==> src/rtl/ebus_io_responder_pkg.sv <==
// Shared types and status/CONO/CONI bit positions for the EBUS I/O responder.
// Bit numbers follow the EBUS [0:35] convention: bit 35 is the least significant.
package ebus_io_responder_pkg;

    typedef struct packed {
        logic        driving;
        logic [0:35] data;
    } tEBUSdriver;

    typedef enum logic [2:0] {
        FN_CONO    = 3'd0,
        FN_CONI    = 3'd1,
        FN_DATAO   = 3'd2,
        FN_DATAI   = 3'd3,
        FN_PISERVE = 3'd4
    } tEbusFunc;

    typedef enum logic [1:0] {
        ST_IDLE,
        ST_ACT,
        ST_XFER
    } tRespState;

    localparam int PIA_HI        = 33;
    localparam int PIA_LO        = 35;
    localparam int RXIE_BIT      = 32;
    localparam int TXIE_BIT      = 31;
    localparam int CLR_FLAGS_BIT = 30;
    localparam int CLR_FIFOS_BIT = 29;
    localparam int RXNE_BIT      = 30;
    localparam int TXNF_BIT      = 29;
    localparam int RXOVF_BIT     = 28;
    localparam int TXOVR_BIT     = 27;

    // Functions that put a word back onto the EBUS data lines.
    function automatic logic isReadFunc(input logic [2:0] fn);
        return (fn == FN_CONI) || (fn == FN_DATAI) || (fn == FN_PISERVE);
    endfunction

endpackage

==> src/rtl/ebus_io_responder_if.sv <==
// EBUS-side and device-side signals of one I/O responder, grouped for port use.
interface ebus_io_responder_if;
    import ebus_io_responder_pkg::*;

    logic [0:6]  ebus_cs;
    logic [0:2]  ebus_func;
    logic        ebus_demand;
    logic [0:35] ebus_data_in;
    tEBUSdriver  EBUSdriver;
    logic        ebus_xfer;
    logic [0:7]  ebus_pi;
    logic [0:35] dev_tx_data;
    logic        dev_tx_valid;
    logic        dev_tx_ready;
    logic [0:35] dev_rx_data;
    logic        dev_rx_valid;
    logic        dev_rx_ready;

    modport slave (
        input  ebus_cs, ebus_func, ebus_demand, ebus_data_in,
               dev_tx_ready, dev_rx_data, dev_rx_valid,
        output EBUSdriver, ebus_xfer, ebus_pi,
               dev_tx_data, dev_tx_valid, dev_rx_ready
    );

    modport master (
        output ebus_cs, ebus_func, ebus_demand, ebus_data_in,
               dev_tx_ready, dev_rx_data, dev_rx_valid,
        input  EBUSdriver, ebus_xfer, ebus_pi,
               dev_tx_data, dev_tx_valid, dev_rx_ready
    );

endinterface

==> src/rtl/ebus_io_responder_fifo.sv <==
// Power-of-two word FIFO used for both the TX and RX paths of the responder.
// A pop in the same cycle frees a slot, so push-while-full is accepted then.
module ebus_word_fifo #(
    parameter int DEPTH = 4
) (
    input  logic        clk,
    input  logic        reset_l,
    input  logic        i_push,
    input  logic [0:35] i_push_data,
    input  logic        i_pop,
    input  logic        i_flush,
    output logic        o_full,
    output logic        o_empty,
    output logic [0:35] o_head
);

    localparam int AW = $clog2(DEPTH);
    localparam logic [AW:0] FULL_COUNT = DEPTH[AW:0];

    logic [0:35]   r_mem [DEPTH];
    logic [AW-1:0] r_wr_ptr;
    logic [AW-1:0] r_rd_ptr;
    logic [AW:0]   r_count;
    logic          w_do_push;
    logic          w_do_pop;

    assign o_empty   = (r_count == '0);
    assign o_full    = (r_count == FULL_COUNT);
    assign w_do_pop  = i_pop && !o_empty;
    assign w_do_push = i_push && (!o_full || w_do_pop);
    assign o_head    = o_empty ? '0 : r_mem[r_rd_ptr];

    always_ff @(posedge clk) begin
        if (w_do_push && !i_flush)
            r_mem[r_wr_ptr] <= i_push_data;
    end

    // Flush wins over any concurrent push or pop; that word is simply lost.
    always_ff @(posedge clk) begin
        if (!reset_l || i_flush) begin
            r_wr_ptr <= '0;
            r_rd_ptr <= '0;
            r_count  <= '0;
        end else begin
            if (w_do_push)
                r_wr_ptr <= r_wr_ptr + 1'b1;
            if (w_do_pop)
                r_rd_ptr <= r_rd_ptr + 1'b1;
            case ({w_do_push, w_do_pop})
                2'b10:   r_count <= r_count + 1'b1;
                2'b01:   r_count <= r_count - 1'b1;
                default: r_count <= r_count;
            endcase
        end
    end

endmodule

==> src/rtl/ebus_io_responder.sv <==
// Device end of the EBUS CONO/CONI/DATAO/DATAI/PI-serve handshake with a
// status register, TX/RX word FIFOs and a PI request on the assigned channel.
module ebus_io_responder
    import ebus_io_responder_pkg::*;
#(
    parameter logic [0:6]  DEVICE_CS  = 7'o20,
    parameter logic [0:35] VECTOR     = 36'o0,
    parameter int          FIFO_DEPTH = 4
) (
    input logic                clk,
    input logic                reset_l,
    ebus_io_responder_if.slave bus
);

    tRespState   r_state;
    logic [2:0]  r_func;
    logic [0:35] r_rdata;
    logic [0:35] r_drv_data;
    logic        r_drv;
    logic        r_xfer;

    logic [2:0]  r_pia;
    logic        r_rxie;
    logic        r_txie;
    logic        r_rxovf;
    logic        r_txovr;

    logic        w_act, w_cono, w_datao, w_datai, w_flush;
    logic        w_tx_full, w_tx_empty, w_rx_full, w_rx_empty;
    logic        w_tx_pop, w_rx_pop;
    logic [0:35] w_tx_head, w_rx_head;
    logic [0:35] w_coni, w_read_word;
    logic [0:7]  w_pi;

    assign w_act    = (r_state == ST_ACT);
    assign w_cono   = w_act && (r_func == FN_CONO);
    assign w_datao  = w_act && (r_func == FN_DATAO);
    assign w_datai  = w_act && (r_func == FN_DATAI);
    assign w_flush  = w_cono && bus.ebus_data_in[CLR_FIFOS_BIT];
    assign w_tx_pop = bus.dev_tx_ready && !w_tx_empty;
    assign w_rx_pop = w_datai && !w_rx_empty;

    ebus_word_fifo #(.DEPTH(FIFO_DEPTH)) u_tx_fifo (
        .clk         (clk),
        .reset_l     (reset_l),
        .i_push      (w_datao),
        .i_push_data (bus.ebus_data_in),
        .i_pop       (w_tx_pop),
        .i_flush     (w_flush),
        .o_full      (w_tx_full),
        .o_empty     (w_tx_empty),
        .o_head      (w_tx_head)
    );

    ebus_word_fifo #(.DEPTH(FIFO_DEPTH)) u_rx_fifo (
        .clk         (clk),
        .reset_l     (reset_l),
        .i_push      (bus.dev_rx_valid),
        .i_push_data (bus.dev_rx_data),
        .i_pop       (w_rx_pop),
        .i_flush     (w_flush),
        .o_full      (w_rx_full),
        .o_empty     (w_rx_empty),
        .o_head      (w_rx_head)
    );

    always_comb begin
        w_coni                   = '0;
        w_coni[PIA_HI:PIA_LO]    = r_pia;
        w_coni[RXIE_BIT]         = r_rxie;
        w_coni[TXIE_BIT]         = r_txie;
        w_coni[RXNE_BIT]         = !w_rx_empty;
        w_coni[TXNF_BIT]         = !w_tx_full;
        w_coni[RXOVF_BIT]        = r_rxovf;
        w_coni[TXOVR_BIT]        = r_txovr;
    end

    always_comb begin
        w_read_word = '0;
        case (r_func)
            FN_CONI:    w_read_word = w_coni;
            FN_DATAI:   w_read_word = w_rx_head;
            FN_PISERVE: w_read_word = VECTOR;
            default:    w_read_word = '0;
        endcase
    end

    always_comb begin
        w_pi = '0;
        if ((r_pia != 3'd0) && ((r_rxie && !w_rx_empty) || (r_txie && w_tx_empty)))
            w_pi[r_pia] = 1'b1;
    end

    // Overflow flags are set after the CONO clear so a same-cycle overflow is kept.
    always_ff @(posedge clk) begin
        if (!reset_l) begin
            r_pia   <= '0;
            r_rxie  <= 1'b0;
            r_txie  <= 1'b0;
            r_rxovf <= 1'b0;
            r_txovr <= 1'b0;
        end else begin
            if (w_cono) begin
                r_pia  <= bus.ebus_data_in[PIA_HI:PIA_LO];
                r_rxie <= bus.ebus_data_in[RXIE_BIT];
                r_txie <= bus.ebus_data_in[TXIE_BIT];
                if (bus.ebus_data_in[CLR_FLAGS_BIT]) begin
                    r_rxovf <= 1'b0;
                    r_txovr <= 1'b0;
                end
            end
            if (w_datao && w_tx_full && !w_tx_pop)
                r_txovr <= 1'b1;
            if (bus.dev_rx_valid && w_rx_full && !w_rx_pop && !w_flush)
                r_rxovf <= 1'b1;
        end
    end

    // Bus outputs are registered from the state, so they trail it by one cycle.
    always_ff @(posedge clk) begin
        if (!reset_l) begin
            r_state    <= ST_IDLE;
            r_func     <= '0;
            r_rdata    <= '0;
            r_xfer     <= 1'b0;
            r_drv      <= 1'b0;
            r_drv_data <= '0;
        end else begin
            r_xfer     <= (r_state == ST_XFER);
            r_drv      <= (r_state == ST_XFER) && isReadFunc(r_func);
            r_drv_data <= ((r_state == ST_XFER) && isReadFunc(r_func)) ? r_rdata : '0;
            case (r_state)
                ST_IDLE: begin
                    if (bus.ebus_demand && (bus.ebus_cs == DEVICE_CS)) begin
                        r_state <= ST_ACT;
                        r_func  <= bus.ebus_func;
                    end
                end
                ST_ACT: begin
                    r_rdata <= w_read_word;
                    r_state <= bus.ebus_demand ? ST_XFER : ST_IDLE;
                end
                ST_XFER: begin
                    if (!bus.ebus_demand)
                        r_state <= ST_IDLE;
                end
                default: r_state <= ST_IDLE;
            endcase
        end
    end

    assign bus.ebus_xfer    = r_xfer;
    assign bus.EBUSdriver   = '{driving: r_drv, data: r_drv_data};
    assign bus.ebus_pi      = w_pi;
    assign bus.dev_tx_data  = w_tx_head;
    assign bus.dev_tx_valid = !w_tx_empty;
    assign bus.dev_rx_ready = 1'b1;

endmodule

==> src/flat_wrapper.sv <==
// flat-port wrapper written by rule: the top's interface ports become plain ports
module ebus_io_responder_flat import ebus_io_responder_pkg::*;
#(
    parameter logic [0:6]  DEVICE_CS  = 7'o20,
    parameter logic [0:35] VECTOR     = 36'o0,
    parameter int          FIFO_DEPTH = 4
)
  (clk, reset_l, bus_ebus_cs, bus_ebus_func, bus_ebus_demand, bus_ebus_data_in, bus_dev_tx_ready, bus_dev_rx_data, bus_dev_rx_valid, bus_EBUSdriver, bus_ebus_xfer, bus_ebus_pi, bus_dev_tx_data, bus_dev_tx_valid, bus_dev_rx_ready);
  ebus_io_responder_if bus_i ();
  input logic clk;
  input logic reset_l;
  input wire logic [$bits(bus_i.ebus_cs)-1:0] bus_ebus_cs;
  input wire logic [$bits(bus_i.ebus_func)-1:0] bus_ebus_func;
  input wire logic [$bits(bus_i.ebus_demand)-1:0] bus_ebus_demand;
  input wire logic [$bits(bus_i.ebus_data_in)-1:0] bus_ebus_data_in;
  input wire logic [$bits(bus_i.dev_tx_ready)-1:0] bus_dev_tx_ready;
  input wire logic [$bits(bus_i.dev_rx_data)-1:0] bus_dev_rx_data;
  input wire logic [$bits(bus_i.dev_rx_valid)-1:0] bus_dev_rx_valid;
  output wire logic [$bits(bus_i.EBUSdriver)-1:0] bus_EBUSdriver;
  output wire logic [$bits(bus_i.ebus_xfer)-1:0] bus_ebus_xfer;
  output wire logic [$bits(bus_i.ebus_pi)-1:0] bus_ebus_pi;
  output wire logic [$bits(bus_i.dev_tx_data)-1:0] bus_dev_tx_data;
  output wire logic [$bits(bus_i.dev_tx_valid)-1:0] bus_dev_tx_valid;
  output wire logic [$bits(bus_i.dev_rx_ready)-1:0] bus_dev_rx_ready;
  assign bus_i.ebus_cs = bus_ebus_cs;
  assign bus_i.ebus_func = bus_ebus_func;
  assign bus_i.ebus_demand = bus_ebus_demand;
  assign bus_i.ebus_data_in = bus_ebus_data_in;
  assign bus_i.dev_tx_ready = bus_dev_tx_ready;
  assign bus_i.dev_rx_data = bus_dev_rx_data;
  assign bus_i.dev_rx_valid = bus_dev_rx_valid;
  assign bus_EBUSdriver = bus_i.EBUSdriver;
  assign bus_ebus_xfer = bus_i.ebus_xfer;
  assign bus_ebus_pi = bus_i.ebus_pi;
  assign bus_dev_tx_data = bus_i.dev_tx_data;
  assign bus_dev_tx_valid = bus_i.dev_tx_valid;
  assign bus_dev_rx_ready = bus_i.dev_rx_ready;
  ebus_io_responder #(.DEVICE_CS(DEVICE_CS), .VECTOR(VECTOR), .FIFO_DEPTH(FIFO_DEPTH)) u_core (.clk(clk), .reset_l(reset_l), .bus(bus_i));
endmodule
==> config.mk <==
export PLATFORM = sky130hd
export DESIGN_NAME = ebus_io_responder_flat
export DESIGN_NICKNAME = d
export VERILOG_FILES = /design/src/rtl/ebus_io_responder_pkg.sv /design/src/rtl/ebus_io_responder_if.sv /design/src/rtl/ebus_io_responder_fifo.sv /design/src/rtl/ebus_io_responder.sv /design/src/flat_wrapper.sv
export SDC_FILE = /design/constraint.sdc
export NUM_CORES = 1
export LEC_CHECK = 0
export CAP_MARGIN = 40
export CORE_UTILIZATION = 45
export DETAILED_ROUTE_END_ITERATION = 10
export PLACE_DENSITY = 0.66
export SETUP_SLACK_MARGIN = 0.1
export SLEW_MARGIN = 5
export SYNTH_ARGS = -nofsm -noshare
export SYNTH_HDL_FRONTEND = slang
export SYNTH_HIERARCHICAL = 1
export SYNTH_SLANG_ARGS = --single-unit
==> constraint.sdc <==
create_clock -name clk -period 10.15 [get_ports clk]
set_input_delay 2.03 -clock clk [delete_from_list [all_inputs] [get_ports clk]]
set_output_delay 2.03 -clock clk [all_outputs]
set_load 0.01 [all_outputs]
Word-level counts from Yosys, hierarchy flattened

Memory sizes are Yosys's and may differ from the RTL's. A register that Yosys moved wholly into a read port is not among the register bits.
Cells that the tools add are included.
Widths: inputs -> output; s select.

Add/sub/neg operators: 8
Bitwise gates (word level): 1
Multiplexer cells: 24
Equal/unequal tests: 15
Order comparisons: 2
Reductions and logical operators: 53

Operators by type and width:

| kind                | count |
|---|---|
| $mux 36             | 2 |
| $pmux 36 s2         | 1 |
| $logic_and 1x1->1   | 23 |
| $mux 2              | 7 |
| $pmux 3 s2          | 2 |
| $reduce_bool 2->1   | 6 |
| $reduce_and 2->1    | 5 |
| $eq 3x3->1 const B  | 3 |
| $logic_not 3->1     | 3 |
| $mux 1              | 9 |
| $add 2x1->2 const B | 4 |
| $logic_not 1->1     | 8 |
| $mux 8              | 1 |
| $eq 7x5->1 const B  | 1 |
| $add 3x1->3 const B | 2 |
| $eq 2x1->1 const B  | 3 |
| $eq 2x2->1 const B  | 3 |
| $eq 3x2->1 const B  | 2 |
| $logic_or 1x1->1    | 6 |
| $pmux 2 s3          | 1 |
| $sub 3x1->3 const B | 2 |
| $ge 4x4->1 const B  | 1 |
| $lt 4x1->1 const B  | 1 |
| $not 3->4           | 1 |
| other kinds (6)     | 6 |

Register bits after elaboration: 100
Memories kept: 2
Input port bits: 87
Output and inout bits: 84
Memory bits (writable): 288

Memories:

| name                   | depth | width | read ports | clocked after memory_dff | write ports | line                         | text |
|---|---|---|---|---|---|---|---|
| u_core.u_rx_fifo.r_mem | 4     | 36    | 1          | 1                        | 1           | ebus_io_responder_fifo.sv:20 | `logic [0:35] r_mem [DEPTH];` |
| u_core.u_tx_fifo.r_mem | 4     | 36    | 1          | 1                        | 1           | ebus_io_responder_fifo.sv:20 |  |

Longest topological paths before layout

Gate-level depths: netlist of run 1.

Word-level depth: 9
Gate-level depth with buffers: 14

Cells and area by module

The synthesis of run 1 kept the hierarchy.

Modules (own cells, without submodules):

| module                             | area each (µm²) | cells an instance | times used | sequential area each (µm²) |
|---|---|---|---|---|
| ebus_word_fifo at u_core.u_rx_fifo | 6119.6          | 296               | 1          | 4504.3 |
| ebus_word_fifo at u_core.u_tx_fifo | 6072.1          | 295               | 1          | 4504.3 |
| ebus_io_responder                  | 3156.8          | 306               | 1          | 1721.7 |

Worst setup path before layout of run 1

No wires, ideal clock.

Kind: input -> register
Start: input bus_dev_rx_valid
End: memory u_core/u_rx_fifo/r_mem[0][0] (netlist bit), enable pin
Data required time: 9.669 ns
Data arrival time: 4.973 ns
Slack: 4.696 ns
Stages on the path: 3
Cells stage by stage: buf_2 > nand2_2 > nor3b_1

Word-level cells in the longest chain between the ends: 4

Ends and longest elaborated chain:

| item                         | line                         | text |
|---|---|---|
| from (decl)                  | flat_wrapper.sv:18           | `input wire logic [$bits(bus_i.dev_rx_valid)-1:0] bus_dev_rx_valid;` |
| $logic_and 1x1->1            | ebus_io_responder_fifo.sv:30 | `assign w_do_push = i_push && (!o_full \|\| w_do_pop);` |
| $logic_and 1x1->1            | ebus_io_responder_fifo.sv:34 | `if (w_do_push && !i_flush)` |
| $mux 1                       | ebus_io_responder_fifo.sv:34 |  |
| $mux 1 (implied by the code) | ebus_io_responder_fifo.sv:35 | `r_mem[r_wr_ptr] <= i_push_data;` |
| to (decl)                    | ebus_io_responder_fifo.sv:20 |  |

No other way between the ends.

Final worst setup path of run 1

Start: register u_core.u_tx_fifo.r_count[1]
End: output bus_ebus_pi[3]

Word-level cells in the longest chain between the ends: 5

Ends and longest elaborated chain:

| item                   | line                         | text |
|---|---|---|
| from (decl)            | ebus_io_responder_fifo.sv:23 | `logic [AW:0] r_count;` |
| from (signal assigned) | ebus_io_responder_fifo.sv:50 | `2'b10: r_count <= r_count + 1'b1;` |
| from (signal assigned) | ebus_io_responder_fifo.sv:51 | `2'b01: r_count <= r_count - 1'b1;` |
| from (signal assigned) | ebus_io_responder_fifo.sv:52 | `default: r_count <= r_count;` |
| $logic_not 3->1        | ebus_io_responder_fifo.sv:27 | `assign o_empty = (r_count == '0);` |
| via u_core.w_tx_empty  | ebus_io_responder.sv:29      | `logic w_tx_full, w_tx_empty, w_rx_full, w_rx_empty;` |
| $logic_and 1x1->1      | ebus_io_responder.sv:90      | `if ((r_pia != 3'd0) && ((r_rxie && !w_rx_empty) \|\| (r_txie && w_tx_empty)))` |
| $logic_or 1x1->1       | ebus_io_responder.sv:90      |  |
| $logic_and 1x1->1      | ebus_io_responder.sv:90      |  |
| $mux 8                 | ebus_io_responder.sv:90      |  |
| to (decl)              | flat_wrapper.sv:21           | `output wire logic [$bits(bus_i.ebus_pi)-1:0] bus_ebus_pi;` |

The timed path passes the listed nets, and every way through them passes these cells.

==> results of run 1 <==
## worst register-to-register path: stages, from the launching register on
cell	delay (ns)
dfxtp_1	0.50
and4bb_2	0.32
buf_4	0.44
nand3_1	0.17
inv_1	0.31
or4b_4	0.21
nand2_2	0.10
nor3b_2	0.21
buf_4	0.53
## metrics by stage
| stage | instances | utilization, % |
|---|---|---|
| final | 1548 | 56.0 |
| after global routing | 1546 | 56.0 |
| after CTS | 1546 | 56.0 |
| after detailed placement | 1473 | 52.1 |
| after global placement | 1464 | 51.5 |
| after floorplan | 897 | - |
## metal layers
layer,up-vias,routed length [um],GRT usage [%]
li1,3772,-,-
met3,40,1620,3.69
met1,4055,13100,22.9
met5,-,11,0
met4,2,567,5.04
met2,211,15000,29.5
## sequential cells by signal, summed over array words and instances (netlist names), 3 cells and up, named ones only
register	count
u_core/u_rx_fifo/r_mem	144
u_core/r_func	3
u_core/r_pia	3
u_core/u_tx_fifo/r_mem	144
u_core/u_tx_fifo/r_count	3
u_core/r_drv_data	36
u_core/r_rdata	36
u_core/u_rx_fifo/r_count	3
## logic make-up after synthesis
family	Yosys count
buffers and inverters	76
AO/OA/AOI/OAI	84
AND/OR/NAND/NOR	248
adder cells (fa/ha/maj)	10
other	2
flip-flops	392
multiplexers	76
XOR/XNOR	9
## layout make-up
class                      count  area, um^2
fill                        2625       14800
sequential                   392       10700
multi-input combinational    429        4150
timing repair buffer         188        1960
clock buffer                  51        1100
tap                          448         561
clock inverter                22         203
inverter                      16        60.1
antenna                        2        5.00
## layout by cell type (no fill, tap or decap), types with 4 or more instances in the layout
cell             synthesis  routed
a21boi_0                13      13
a21oi_1                  5       5
a32oi_1                 36      36
and2_1                  80      76
and2_2                   0       4
buf_12                   6       4
buf_16                   0       4
buf_4                    8      12
clkbuf_1                14       5
clkbuf_16                0      40
clkbuf_8                 0       6
clkdlybuf4s50_1          0     167
clkinv_1                 0       7
clkinv_2                 0       6
dfxtp_1                104      99
dfxtp_2                  0       5
edfxtp_1               288     288
ha_1                     8       8
inv_1                   16      16
mux2i_1                  4       4
mux4_1                   6       6
mux4_2                  66      66
nand2_1                 17      17
nand2b_1                11      10
nand3_1                 21      21
nor2_1                  17      17
nor2b_1                 65      65
nor3_1                   5       5
nor3b_2                  1       5
o21ai_0                 10      10
or2_2                    4       4
xor2_1                   5       5
## worst min path at each step
stage	startpoint	depth (start not counted)	slack, ns	endpoint
after floorplan	u_core/r_rdata[30]	2	0.43	u_core/r_rdata[30]
after global placement	u_core/r_rdata[30]	2	0.44	u_core/r_rdata[30]
after detailed placement	u_core/r_rdata[19]	1	0.44	u_core/r_drv_data[19]
after CTS	u_core/r_rdata[30]	2	0.46	u_core/r_rdata[30]
after global routing	u_core/r_rdata[16]	1	0.48	u_core/r_drv_data[16]
final	u_core/r_rdata[30]	2	0.46	u_core/r_rdata[30]
## power by group
part | switching [W] | total, W | internal (W)
clock network | 0.000581 | 0.00143 | 0.000847
logic | 0.0000521 | 0.000105 | 0.0000524
registers | 0.00000574 | 0.00175 | 0.00174
==> flow_summary_export.csv, run 1 <==
group,metric,value,unit
run_status,status,"completed",
detailed_routing,drt_iter0_drc,374,
sta,hold_viol,0,
power_and_ir_drop,p_total,0.00328,W
floorplan,rows,67,
sta,setup_viol_count_final,0,
placement,post-place-ws,5.83,ns
worst_setup_path,r2r_end,"u_core/u_rx_fifo/r_mem[2][5]",
yosys,yosysWarnings,6,
yosys,synth-seq-cells,392,
clock_tree,clk_transition_reported_paths,0.06,ns
detailed_routing,ant_nets,0,
detailed_routing,finalWirelength,30300,um
worst_setup_path,cp-start-kind,"register",
global_route,grt_pass1_vias,8325,
yosys,synth-compound-area-share,4.40,%
clock_tree,cts_hold_buffers,0,
detailed_routing,vias,8080,
yosys,synth_most_common_cell,"edfxtp_1",
worst_setup_path,crit_family,"simple AND/OR/NAND/NOR gates",
run,maxCapViolCount,0,
yosys,synth_area_leaders,"edfxtp_1, dfxtp_1, mux4_2, and2_1, nor2b_1",
yosys,synth-edff-count,288,
sta,period_share,47.2,%
worst_setup_path,worstPathMaxFanout,40,
sta,setup_tns,0,ns
sta,slew_headroom,48.6,%
yosys,synthTopCellsByCount,"edfxtp_1, dfxtp_1, and2_1, mux4_2, nor2b_1",
yosys,synth_top_family_by_area,"multiplexers",
floorplan,core,33500,um^2
worst_setup_path,cp-startpoint,"u_core/u_tx_fifo/r_count[1]",
worst_setup_path,reg2reg_from,"u_core/r_state[0]",
yosys,synth-seq-area-share,69.9,%
clock_tree,root_buffer,"clkbuf_16",
yosys,syn_area_per_cell,17.1,um^2
worst_setup_path,end_kind,"primary output",
floorplan,die_w,187,um
yosys,synthMuxAreaShare,11.0,%
global_route,globalRouteTotalUtil,17.5,%
worst_setup_path,arrival,2.76,ns
worst_setup_path,rr_worst_depth,8,
global_route,grt_pass1_wl,47400,um
clock_tree,cts_max_level,2,
clock_tree,cts_sinks,392,
global_route,overflow,0,
worst_setup_path,slowest_stage,"or3_4",
worst_setup_path,crit_chain,"or3_4 > inv_1 > and2_1 > o21ai_0 > nor3_1 > clkdlybuf4s50_1",
yosys,syn_nets,994,
sta,tightest_slew,0.769,ns
worst_setup_path,regToRegSetupSlack,6.95,ns
yosys,synthSimpleGateAreaFrac,9.93,%
finish,area_growth,22.3,%
min_path,hp-class,"reg -> reg",
sta,fmax,209,MHz
clock_tree,clkLatencyLatePin,0.52,ns
yosys,synthCells,897,
power_and_ir_drop,powerDensity,175,nW/um^2
finish,finalNetCount,1164,
detailed_routing,viasPerCell,5.22,
detailed_routing,wl_per_cell,19.6,um
floorplan,die_height,187,um
sta,slew_violations,0,
finish,drive_gt1_share,16.6,%
floorplan,ioPinCount,171,
sta,grt_setup_unrepaired,"no",
clock_tree,cts-resized-gates,0,
yosys,syn_area,15300,um^2
power_and_ir_drop,peakVddDrop,0.115,mV
global_route,grt_start_max_net_pins,57,
finish,final_area,18800,um^2
worst_setup_path,crit_end,"bus_ebus_pi[3]",
yosys,async_flop_share,0,%
worst_setup_path,cp_slowest_stage_delay,0.61,ns
clock_tree,cts_tree,"built",
placement,place_area,17500,um^2
clock_tree,cts_buffer_depth,3,
power_and_ir_drop,leakage,6.04,nW
placement,gp_congestion,0.790,
detailed_routing,route.detailed.drc,0,
floorplan,die_area,34800,um^2
placement,hpwl,18400,um
worst_setup_path,crit_cells,6,
worst_setup_path,required,8.12,ns
sta,finalCriticalPeriod,4.79,ns
sta,final.setup_skew,0.0208,ns
detailed_routing,dr.pass1.iters,4,
yosys,synthDistinctLibCells,65,
yosys,synth_top_area_share,56.3,%
yosys,yosysTopAreaCell,"edfxtp_1",
placement,port_buffers,168,
yosys,synth_xor_area_share,0.562,%
floorplan,initial_utilization,45.8,%
sta,finalWorstSetupSlack,5.36,ns
global_route,antenna_found_initial,3,
worst_setup_path,crit_type,"reg -> out",
yosys,synth_flop_cell,"edfxtp_1",
clock_tree,postCtsSetupRepairBufs,0,
clock_tree,numCtsBuffers,40,
worst_setup_path,cp.buffers_inverters,2,
sta,holdWs,0.455,ns
yosys,synth_fa_ha_area_share,0.913,%
Note: power is estimated with default switching activity, not from simulation.
==> run 2, diff against run 1 <==
clock period = 5 ns   (was 10.15 ns; I/O delays follow)
==> run 2 against run 1 <==
  * Flip-flop and latch count did not move
  * Total power rose by 110%
  * Critical path type unchanged
  * Highest routed layer unchanged
  * Largest power group unchanged
  * First-iteration DRC count increased by 33%
  * Critical endpoint unchanged
  * Combinational power is 100% higher
  * Sequential power up 100%
==> flow_summary_export.csv, run 2 (synthesis gave the netlist of run 1 again) <==
group,metric,value,unit
worst_setup_path,required,4.00,ns
global_route,globalRouteTotalUtil,17.5,%
sta,tightest_slew,0.780,ns
floorplan,die_height,187,um
detailed_routing,wl_per_cell,19.5,um
finish,top_regs,"u_core/u_rx_fifo/r_mem (144), u_core/u_tx_fifo/r_mem (144)",
sta,slew_violations,0,
global_route,antenna_found_initial,2,
worst_setup_path,slowest_stage,"or3_4",
power_and_ir_drop,p_int,0.00551,W
sta,period_share,75.4,%
finish,final_common_cell,"edfxtp_1",
sta,fmax,265,MHz
worst_setup_path,crit_chain,"or3_4 > inv_1 > and2_1 > o21ai_0 > nor3_1 > clkdlybuf4s50_1",
sta,slew_headroom,47.9,%
run,maxCapViolCount,0,
finish,finalNetCount,1168,
detailed_routing,ant_nets,0,
worst_setup_path,crit_type,"reg -> out",
sta,holdWs,0.459,ns
sta,grt_setup_unrepaired,"no",
clock_tree,root_buffer,"clkbuf_16",
global_route,overflow,0,
floorplan,rows,67,
floorplan,die_area,34800,um^2
sta,final.setup_skew,0.0226,ns
power_and_ir_drop,seq_power_share,51.9,%
detailed_routing,vias,8114,
clock_tree,cts_max_level,2,
power_and_ir_drop,switchingPower,0.00133,W
worst_setup_path,arrival,2.77,ns
sta,finalCriticalPeriod,3.77,ns
power_and_ir_drop,leakage,6.11,nW
detailed_routing,finalWirelength,30400,um
placement,hpwl,18900,um
global_route,use_met3,4.08,%
power_and_ir_drop,powerDensity,363,nW/um^2
detailed_routing,viasPerCell,5.22,
global_route,grt_use_met2,29.8,%
detailed_routing,drt_iter0_drc,496,
worst_setup_path,crit_family,"simple AND/OR/NAND/NOR gates",
clock_tree,cts_hold_buffers,0,
finish,final_cell_mix,"edfxtp_1, clkdlybuf4s50_1, dfxtp_1",
finish,area_growth,22.9,%
worst_setup_path,end_kind,"primary output",
global_route,grt_use_met1,22.1,%
clock_tree,cts_sinks,392,
global_route,busiest_layer,"met2",
clock_tree,cts-resized-gates,0,
placement,port_buffers,168,
detailed_routing,dr.pass1.iters,4,
finish,fin_util,56.2,%
detailed_routing,route.detailed.drc,0,
clock_tree,postCtsSetupRepairBufs,0,
placement,gp_congestion,0.780,
clock_tree,cts_tree,"built",
clock_tree,numCtsBuffers,42,
clock_tree,clkLatencyLatePin,0.53,ns
clock_tree,cts_buffer_depth,3,
clock_tree,clk_transition_reported_paths,0.06,ns
floorplan,ioPinCount,171,
sta,setup_tns,0,ns
global_route,grt_start_max_net_pins,56,
worst_setup_path,worstPathMaxFanout,40,
worst_setup_path,cp.buffers_inverters,2,
sta,hold_viol,0,
finish,nFillCells,2607,
worst_setup_path,cp-start-kind,"register",
global_route,grt_pass1_vias,8219,
worst_setup_path,cp_slowest_stage_delay,0.60,ns
sta,setup_viol_count_final,0,
power_and_ir_drop,combPwrFrac,3.1,%
floorplan,die_w,187,um
floorplan,initial_utilization,45.8,%
power_and_ir_drop,peakVddDrop,0.311,mV
global_route,grt_pass1_wl,46800,um
finish,drive_gt1_share,17.5,%
floorplan,core,33500,um^2
run_status,status,"completed",
min_path,hp-class,"reg -> reg",
power_and_ir_drop,switching_share,19.5,%
power_and_ir_drop,power_frac_clock,45.0,%
[run 2: cell count changes in the layout (fill, tap and decap cells not counted), moves of 3 or more]
cell	delta
clkbuf_16	+3
clkinv_2	+4
buf_4	+4
clkinv_1	-6
[run 2: stage by stage]
step	instances	cell area, um^2	setup WS, ns	power [W]
6_report	1554	18900	1.23	0.00684
5_1_grt	1553	18900	1.06	0.00709
4_1_cts	1553	18900	1.19	0.00692
3_5_place_dp	1475	17400	1.65	0.00383
3_3_place_gp	1469	17300	1.68	0.00383
2_1_floorplan	897	15300	0.529	0.00371
[run 2: power groups by stage]
stage               combinational (W)  sequential, W  clock (W)
finish                       0.000213        0.00355    0.00308
CTS                          0.000216        0.00355    0.00315
global route                 0.000229        0.00355    0.00331
floorplan                   0.0000909        0.00362          0
global placement             0.000210        0.00362          0
detailed placement           0.000215        0.00362          0
[run 2: path summary, 6_finish.rpt]
kind | startpoint | to | slack [ns] | cells past startpoint
worst max register to register | u_core/r_state[0] | u_core/u_rx_fifo/r_mem[3][7] | 1.81 | 8
worst min register to register | u_core/r_rdata[30] | u_core/r_rdata[30] | 0.46 | 2
worst max-delay path | u_core/u_tx_fifo/r_count[1] | bus_ebus_pi[3] | 1.23 | 6
worst min-delay path | u_core/r_rdata[30] | u_core/r_rdata[30] | 0.46 | 2
[run 2: worst min-delay path: stages, from the launching register on]
cell	delay, ns
dfxtp_1	0.31
nand2_1	0.05
a21boi_1	0.05
[run 2: final cells by class]
type | instances | area, um^2 | area share [%]
tap | 448 | 561 | 2.97
timing repair buffer | 190 | 1930 | 10.2
inverter | 16 | 60.1 | 0.318
antenna | 1 | 2.50 | 0.0133
multi-input combinational | 429 | 4150 | 22.0
clock inverter | 20 | 209 | 1.11
clock buffer | 58 | 1210 | 6.43
sequential | 392 | 10700 | 56.9
[run 2: per-layer routing]
layer,vias to the layer above,share of wire (%)
met5,-,0.043
met4,2,2.3
met3,47,5.4
met2,209,50
met1,4082,42
li1,3774,-
